$ cat src/rtl/syzygy_dac_pkg.sv
// Shared types and constants for the SYZYGY DAC configuration sequencer:
// init-table contents, FSM state encoding and command-word field positions.
package syzygy_dac_pkg;

    localparam int unsigned DAC_WORD_W      = 16;
    localparam int unsigned DAC_IDX_W       = 4;
    localparam int unsigned DAC_TABLE_DEPTH = 16;

    // Command word layout: R/W flag, 7-bit register address, 8-bit data
    localparam int unsigned DAC_RW_BIT   = 15;
    localparam int unsigned DAC_ADDR_MSB = 14;
    localparam int unsigned DAC_ADDR_LSB = 8;
    localparam int unsigned DAC_DATA_MSB = 7;
    localparam int unsigned DAC_DATA_LSB = 0;

    typedef logic [DAC_WORD_W-1:0] dac_word_t;

    // Power-up register writes, replayed in index order
    localparam dac_word_t DAC_INIT_TABLE [DAC_TABLE_DEPTH] = '{
        16'h0020, 16'h0100, 16'h021F, 16'h0300,
        16'h041F, 16'h0500, 16'h0634, 16'h0700,
        16'h0800, 16'h0900, 16'h0A00, 16'h0B00,
        16'h0C00, 16'h0D00, 16'h0E00, 16'h0F00
    };

    typedef enum logic [2:0] {
        ST_POR,
        ST_LOAD,
        ST_START,
        ST_WAIT_LOW,
        ST_WAIT_HIGH,
        ST_GAP,
        ST_IDLE,
        ST_ERROR
    } seq_state_t;

    // Counter width able to hold the largest terminal count
    function automatic int unsigned cnt_width(input int unsigned a, input int unsigned b,
                                              input int unsigned c, input int unsigned d);
        int unsigned m;
        m = a;
        if (b > m) m = b;
        if (c > m) m = c;
        if (d > m) m = d;
        return $clog2(m + 1);
    endfunction

endpackage

$ cat src/rtl/syzygy_dac_cfg_sequencer_if.sv
// Word/start handshake between the configuration sequencer and the DAC SPI shifter.
interface syzygy_dac_cfg_sequencer_if;
    import syzygy_dac_pkg::*;

    logic      dac_spi_start;
    dac_word_t dac_spi_full;
    logic      dac_cs_n;

    modport master (output dac_spi_start, output dac_spi_full, input dac_cs_n);
    modport slave  (input dac_spi_start, input dac_spi_full, output dac_cs_n);

endinterface

$ cat src/rtl/syzygy_dac_timeout_cnt.sv
// Saturating up-counter with synchronous clear; term_c flags that count has reached last.
module syzygy_dac_timeout_cnt #(
    parameter int unsigned W = 14
) (
    input  logic         okClk,
    input  logic         reset,
    input  logic         load,
    input  logic         en,
    input  logic [W-1:0] last,
    output logic         term_c
);

    logic [W-1:0] count;

    always_ff @(posedge okClk or posedge reset) begin
        if (reset) begin
            count <= '0;
        end else if (load) begin
            count <= '0;
        end else if (en && !term_c) begin
            count <= count + W'(1);
        end
    end

    assign term_c = (count == last);

endmodule

$ cat src/rtl/syzygy_dac_cfg_sequencer.sv
// Replays the DAC init table after reset or init_go, then forwards single host words
// to the SPI shifter, using the shifter's cs_n to detect completion and timeouts.
module syzygy_dac_cfg_sequencer
    import syzygy_dac_pkg::*;
#(
    parameter int unsigned NUM_WORDS     = 8,
    parameter int unsigned POR_WAIT      = 1024,
    parameter int unsigned GAP_CYCLES    = 256,
    parameter int unsigned START_TIMEOUT = 1024,
    parameter int unsigned XFER_TIMEOUT  = 8192
) (
    input  logic                         okClk,
    input  logic                         reset,
    input  logic                         init_go,
    input  logic                         host_wr_req,
    input  logic [DAC_WORD_W-1:0]        host_wr_data,
    output logic                         host_wr_ack,
    syzygy_dac_cfg_sequencer_if.master   spi,
    output logic                         init_busy,
    output logic                         init_done,
    output logic                         init_error,
    output logic [DAC_IDX_W-1:0]         word_index
);

    localparam int unsigned CNT_W = cnt_width(POR_WAIT, GAP_CYCLES, START_TIMEOUT, XFER_TIMEOUT);
    localparam logic [DAC_IDX_W-1:0] LAST_IDX = DAC_IDX_W'(NUM_WORDS - 1);

    seq_state_t           state_q, state_n;
    logic                 host_mode_q, host_mode_n;
    logic [DAC_IDX_W-1:0] idx_q, idx_n;
    dac_word_t            full_q, full_n;
    logic                 start_q;
    logic                 ack_n, done_n, error_n;

    logic                 cnt_load_c, cnt_en_c, cnt_term_c;
    logic [CNT_W-1:0]     cnt_last_c;

    syzygy_dac_timeout_cnt #(.W(CNT_W)) u_cnt (
        .okClk  (okClk),
        .reset  (reset),
        .load   (cnt_load_c),
        .en     (cnt_en_c),
        .last   (cnt_last_c),
        .term_c (cnt_term_c)
    );

    always_ff @(posedge okClk or posedge reset) begin
        if (reset) begin
            state_q     <= ST_POR;
            host_mode_q <= 1'b0;
            idx_q       <= '0;
            full_q      <= '0;
            start_q     <= 1'b0;
            host_wr_ack <= 1'b0;
            init_busy   <= 1'b1;
            init_done   <= 1'b0;
            init_error  <= 1'b0;
        end else begin
            state_q     <= state_n;
            host_mode_q <= host_mode_n;
            idx_q       <= idx_n;
            full_q      <= full_n;
            start_q     <= (state_n == ST_START);
            host_wr_ack <= ack_n;
            init_busy   <= !((state_n == ST_IDLE) || (state_n == ST_ERROR));
            init_done   <= done_n;
            init_error  <= error_n;
        end
    end

    always_comb begin
        state_n     = state_q;
        host_mode_n = host_mode_q;
        idx_n       = idx_q;
        full_n      = full_q;
        ack_n       = 1'b0;
        done_n      = init_done;
        error_n     = init_error;
        cnt_load_c  = 1'b0;
        cnt_en_c    = 1'b0;
        cnt_last_c  = '0;

        case (state_q)
            ST_POR: begin
                cnt_en_c   = 1'b1;
                cnt_last_c = CNT_W'(POR_WAIT - 1);
                if (cnt_term_c) begin
                    state_n     = ST_LOAD;
                    idx_n       = '0;
                    host_mode_n = 1'b0;
                end
            end
            // Host word is taken in the cycle host_wr_ack is high
            ST_LOAD: begin
                full_n     = host_mode_q ? host_wr_data : DAC_INIT_TABLE[idx_q];
                state_n    = ST_START;
                cnt_load_c = 1'b1;
            end
            ST_START: begin
                cnt_en_c   = 1'b1;
                cnt_last_c = CNT_W'(START_TIMEOUT - 1);
                if (!spi.dac_cs_n) begin
                    state_n    = ST_WAIT_LOW;
                    cnt_load_c = 1'b1;
                end else if (cnt_term_c) begin
                    state_n = ST_ERROR;
                    error_n = 1'b1;
                end
            end
            // Transfer timeout runs from the sampled cs_n fall through both wait states
            ST_WAIT_LOW, ST_WAIT_HIGH: begin
                cnt_en_c   = 1'b1;
                cnt_last_c = CNT_W'(XFER_TIMEOUT - 1);
                if ((state_q == ST_WAIT_HIGH) && spi.dac_cs_n) begin
                    state_n    = ST_GAP;
                    cnt_load_c = 1'b1;
                end else if (cnt_term_c) begin
                    state_n = ST_ERROR;
                    error_n = 1'b1;
                end else begin
                    state_n = ST_WAIT_HIGH;
                end
            end
            ST_GAP: begin
                cnt_en_c   = 1'b1;
                cnt_last_c = CNT_W'(GAP_CYCLES - 1);
                if (cnt_term_c) begin
                    if (host_mode_q) begin
                        state_n = ST_IDLE;
                    end else if (idx_q == LAST_IDX) begin
                        state_n = ST_IDLE;
                        done_n  = 1'b1;
                    end else begin
                        idx_n   = idx_q + DAC_IDX_W'(1);
                        state_n = ST_LOAD;
                    end
                end
            end
            ST_IDLE, ST_ERROR: begin
                if (init_go) begin
                    done_n      = 1'b0;
                    error_n     = 1'b0;
                    idx_n       = '0;
                    host_mode_n = 1'b0;
                    state_n     = ST_LOAD;
                end else if ((state_q == ST_IDLE) && host_wr_req) begin
                    ack_n       = 1'b1;
                    host_mode_n = 1'b1;
                    state_n     = ST_LOAD;
                end
            end
            default: begin
                state_n = ST_POR;
            end
        endcase
    end

    assign spi.dac_spi_start = start_q;
    assign spi.dac_spi_full  = full_q;
    assign word_index        = idx_q;

endmodule
$ cat src/flat_wrapper.sv
// flat-port wrapper written by rule: the top's interface ports become plain ports
module syzygy_dac_cfg_sequencer_flat import syzygy_dac_pkg::*;
#(
    parameter int unsigned NUM_WORDS     = 8,
    parameter int unsigned POR_WAIT      = 1024,
    parameter int unsigned GAP_CYCLES    = 256,
    parameter int unsigned START_TIMEOUT = 1024,
    parameter int unsigned XFER_TIMEOUT  = 8192
)
  (okClk, reset, init_go, host_wr_req, host_wr_data, host_wr_ack, init_busy, init_done, init_error, word_index, spi_dac_spi_start, spi_dac_spi_full, spi_dac_cs_n);
  syzygy_dac_cfg_sequencer_if spi_i ();
  input  logic okClk;
  input  logic reset;
  input  logic init_go;
  input  logic host_wr_req;
  input  logic [DAC_WORD_W-1:0] host_wr_data;
  output logic host_wr_ack;
  output logic init_busy;
  output logic init_done;
  output logic init_error;
  output logic [DAC_IDX_W-1:0] word_index;
  output wire logic [$bits(spi_i.dac_spi_start)-1:0] spi_dac_spi_start;
  output wire logic [$bits(spi_i.dac_spi_full)-1:0] spi_dac_spi_full;
  input wire logic [$bits(spi_i.dac_cs_n)-1:0] spi_dac_cs_n;
  assign spi_dac_spi_start = spi_i.dac_spi_start;
  assign spi_dac_spi_full = spi_i.dac_spi_full;
  assign spi_i.dac_cs_n = spi_dac_cs_n;
  syzygy_dac_cfg_sequencer #(.NUM_WORDS(NUM_WORDS), .POR_WAIT(POR_WAIT), .GAP_CYCLES(GAP_CYCLES), .START_TIMEOUT(START_TIMEOUT), .XFER_TIMEOUT(XFER_TIMEOUT)) u_core (.okClk(okClk), .reset(reset), .init_go(init_go), .host_wr_req(host_wr_req), .host_wr_data(host_wr_data), .host_wr_ack(host_wr_ack), .spi(spi_i), .init_busy(init_busy), .init_done(init_done), .init_error(init_error), .word_index(word_index));
endmodule
$ cat config.mk
export PLATFORM = sky130hd
export DESIGN_NAME = syzygy_dac_cfg_sequencer_flat
export DESIGN_NICKNAME = d
export VERILOG_FILES = /design/src/rtl/syzygy_dac_pkg.sv /design/src/rtl/syzygy_dac_cfg_sequencer_if.sv /design/src/rtl/syzygy_dac_timeout_cnt.sv /design/src/rtl/syzygy_dac_cfg_sequencer.sv /design/src/flat_wrapper.sv
export SDC_FILE = /design/constraint.sdc
export NUM_CORES = 1
export LEC_CHECK = 0
export ABC_AREA = 1
export ABC_CLOCK_PERIOD_IN_PS = 1700
export BUFFER_PORTS_ARGS = -buffer_cell sky130_fd_sc_hd__buf_2
export CAP_MARGIN = 0
export CORE_ASPECT_RATIO = 1.5
export CORE_MARGIN = 5
export CORE_UTILIZATION = 50
export DETAILED_ROUTE_END_ITERATION = 7
export GPL_ROUTABILITY_DRIVEN = 0
export PLACE_DENSITY_LB_ADDON = 0.3
export SYNTH_ARGS = -nofsm -noshare
export SYNTH_HDL_FRONTEND = slang
export SYNTH_SLANG_ARGS = --single-unit
$ cat constraint.sdc
create_clock -name okClk -period 1.7 [get_ports okClk]
set_input_delay 0 -clock okClk [delete_from_list [all_inputs] [get_ports okClk]]
set_output_delay 0 -clock okClk [all_outputs]
set_load 0.005 [all_outputs]
==> results.py <==
metrics = {
    "global_routing": {
        "grt_pass1_wl_um": 11660,
        "grtUsageTotal_pct": 22.64,
        "grt_max_degree": 44,
        "grt-ovfl-total": 0,
        "grt_pass1_vias": 2664,
        "antenna_found_initial": 0,
    },
    "worst_setup_path": {
        "crit_fanout": 6,
        "worst_path_max_delay_cell": "dfrtp_2",
        "crit_buf_inv": 2,
        "crit_chain": "inv_4 -> nand2_4 -> nand2_4 -> a21oi_2 -> nand2_2 -> nor2_4 -> nand2_4 -> o21ai_4 -> nand2_4 -> nor2_8 -> inv_2 -> nand2_1 -> nand2_1",
        "crit_top_cell": "nand2_4",
        "crit_cells": 13,
        "cp.required_ns": 1.88,
        "rr_endpoint": "u_core.word_index[0]",
        "cp-end-kind": "flip-flop",
        "ff2ff_path_depth": 13,
        "startpoint_type": "flip-flop",
        "slowest_delay_ns": 0.50,
        "arrival_ns": 2.04,
        "path_delay_family": "simple AND/OR/NAND/NOR gates",
        "rrSetupSlack_ns": -0.15,
        "timing.rr.start": "u_core.state_q[1]",
        "worstSetupPathType": "reg -> reg",
    },
    "yosys": {
        "synthArstFlopShare_pct": 100.0,
        "ys_ff_latch": 43,
        "synth_nets": 355,
        "avgSynthCellArea_um2": 7.742,
        "synth_warnings": 0,
        "ys.flop_type": "dfrtp_1",
        "yosysTopAreaCell": "dfrtp_1",
        "synth-edff-count": 0,
        "synthCells": 330,
        "ys_types": 36,
        "synth_top_area_share_pct": 41.14,
        "synth_area_leaders": "dfrtp_1 41%, nand2_1 10%, inv_1 6.0%",
        "synth_area_mm2": 0.002555,
        "ys_seq_area_share_pct": 42.16,
    },
    "floorplan": {
        "die_h_um": 97.55,
        "initial_core_util_pct": 50.64,
        "dieArea_mm2": 0.006669,
        "core_mm2": 0.005045,
        "fp.dieW_um": 68.37,
        "pin_count": 46,
        "num_rows": 32,
    },
    "route": {
        "firstDrtPassIters": 4,
        "ant_nets": 0,
        "wl_per_cell_um": 14.39,
        "drt_iter0_drc": 98,
        "wirelength_um": 7366,
        "dr_total_vias": 2616,
        "drc": 0,
        "wl_met3_um": 329,
        "dr_wl_met2_um": 4123,
        "wl_met1_um": 2627,
        "vias_per_cell": 5.109,
        "top_layer": "met4",
    },
    "hold_path": {
        "min_path_type": "in -> reg",
        "worstHoldPathCells": 3,
        "whs_endpoint": "u_core.spi.dac_spi_full[3]",
        "min_from": "host_wr_data[3]",
    },
    "power_and_ir_drop": {
        "ir_drop_v": 0.0008052,
        "p_leak_nw": 1.849,
        "p_total_mw": 5.852,
        "cellPowerDensity_mw_per_mm2": 1573,
    },
    "cells_and_area": {
        "area.growth.synth_to_final_pct": 45.59,
        "most-common-layout-cells": "58 x nand2_1, 48 x buf_4, 45 x buf_2",
        "nets": 468,
        "mostFrequentLayoutCell": "nand2_1",
        "drive_gt1_share_pct": 42.34,
        "postLayoutCoreUtil_pct": 73.74,
        "diodes": 0,
    },
    "timing": {
        "min_period_ns": 1.854,
        "final-hold-violation-count": 0,
        "max_freq_mhz": 539.5,
        "fin_crit_sh_pct": 109.0,
        "setup-violations-final": 20,
        "finalClockSkew_ns": 0.01574,
        "max_slew_margin_pct": 62.24,
        "rsz0062_at_grt": "true",
        "timing.setup.tns_ns": -1.369,
        "tightest_slew_ns": 0.5665,
        "maxSlewViolCount": 0,
        "fin_ws_ns": -0.1535,
    },
    "run": {
        "drv_cap": 0,
    },
    "clock_tree": {
        "clock_sinks": 43,
        "clockBufferDepth": 2,
        "tritoncts": "built",
        "cts_buffers": 5,
        "cts-root-buf": "clkbuf_8",
        "clk_latency_ns": 0.30,
        "path_clk_slew_ns": 0.09,
        "cts_htree_levels": 2,
    },
    "placement": {
        "dp.final_hpwl_um": 5009,
        "port_buffers": 45,
    },
    "status": {
        "violations": "negative setup slack",
        "status": "complete, but fails checks",
    },
}
-- worst reg2reg max path, delay by kind of cell, from the launching register on --
kind,cells,cell delay [ns]
simple gates,9,0.79
flops,1,0.50
compound gates,2,0.32
buf+inv,2,0.15
-- flip-flops by register name, summed over array words and instances (netlist names), 3 cells and up --
name	count
u_core.spi.dac_spi_full	16
u_core.state_q	3
u_core.u_cnt.count	14
u_core.word_index	4
-- metal layers --
metal / global-route usage (%) / vias up
met5: 0 / -
met4: 10.41 / 0
met3: 3.935 / 27
met2: 42.57 / 70
met1: 22.53 / 1220
li1: - / 1299
-- Yosys cell counts (2+ instances only) --
library cell and count:
clkbuf_1 3, nand2_1 68, dfrtp_1 42, o21ai_0 22, ha_1 4, nor4_1 4, nor2_4 3, nand3_1 19
a2bb2oi_1 6, a21oi_1 12, nand4_1 7, inv_1 41, nor2_2 3, o21ai_1 8, nand3_2 3, inv_2 6
xor2_1 2, nor3_1 11, nand2_4 7, nor2_1 37, nor3b_1 2, nand2_2 6
-- report_power, final --
group	total (mW)	leakage, nW	switching [mW]	internal (mW)
Combinational	3.44	1.23	1.89	1.55
Clock	0.804	0.0581	0.367	0.438
Sequential	1.61	0.565	0.262	1.34
-- through the flow --
stage | cell area, µm² | instances | hold slack [ns] | worst slack (ns)
after floorplan | 2566 | 330 | 0.06641 | -0.01446
after global placement | 3201 | 484 | 0.1620 | -0.1177
after detailed placement | 3201 | 484 | 0.1686 | -0.2201
after CTS | 3563 | 508 | 0.004740 | -0.09524
after global routing | 3720 | 512 | 0.03232 | -0.2481
final | 3720 | 512 | 0.008698 | -0.1535
-- kinds of logic (layout without fill, tap and decap cells) --
group                    Yosys count  after routing  synth area share, %
XOR/XNOR                           3              3                1.029
adder cells (fa/ha/maj)            4              4                1.959
flip-flops                        43             43                42.16
buffers and inverters             53            167                8.276
AND/OR/NAND/NOR                  173            173                34.08
AO/OA/AOI/OAI                     54             54                12.49
-- cell type report --
cell class / instances / area (µm²)
flip-flops and latches: 43 / 1081
clock inverters: 3 / 43.79
clock buffers: 5 / 68.82
fillers: 385 / 1325
repair buffers: 112 / 795.8
multi-input cells: 234 / 1461
well taps: 68 / 85.08
inverters: 47 / 183.9
-- how the worst max path moves through the flow --
stage	to	slack [ns]	from
6_report	u_core.word_index[0]	-0.15	u_core.state_q[1]
5_1_grt	u_core.word_index[0]	-0.25	u_core.state_q[1]
4_1_cts	u_core.word_index[0]	-0.1	u_core.state_q[1]
3_5_place_dp	u_core.word_index[0]	-0.22	u_core.state_q[0]
3_3_place_gp	u_core.word_index[0]	-0.12	u_core.state_q[0]
2_1_floorplan	u_core.word_index[1]	-0.01	u_core.state_q[2]
-- what timing repair did --
action,4_1_cts,5_1_grt
endpoints found under the setup margin,26,25
buffers inserted,6,6
hold endpoints to repair,52,0
pin swaps,5,14
gates resized for setup,29,37
hold buffers,10,0
Note: power is estimated with default switching activity, not from simulation.
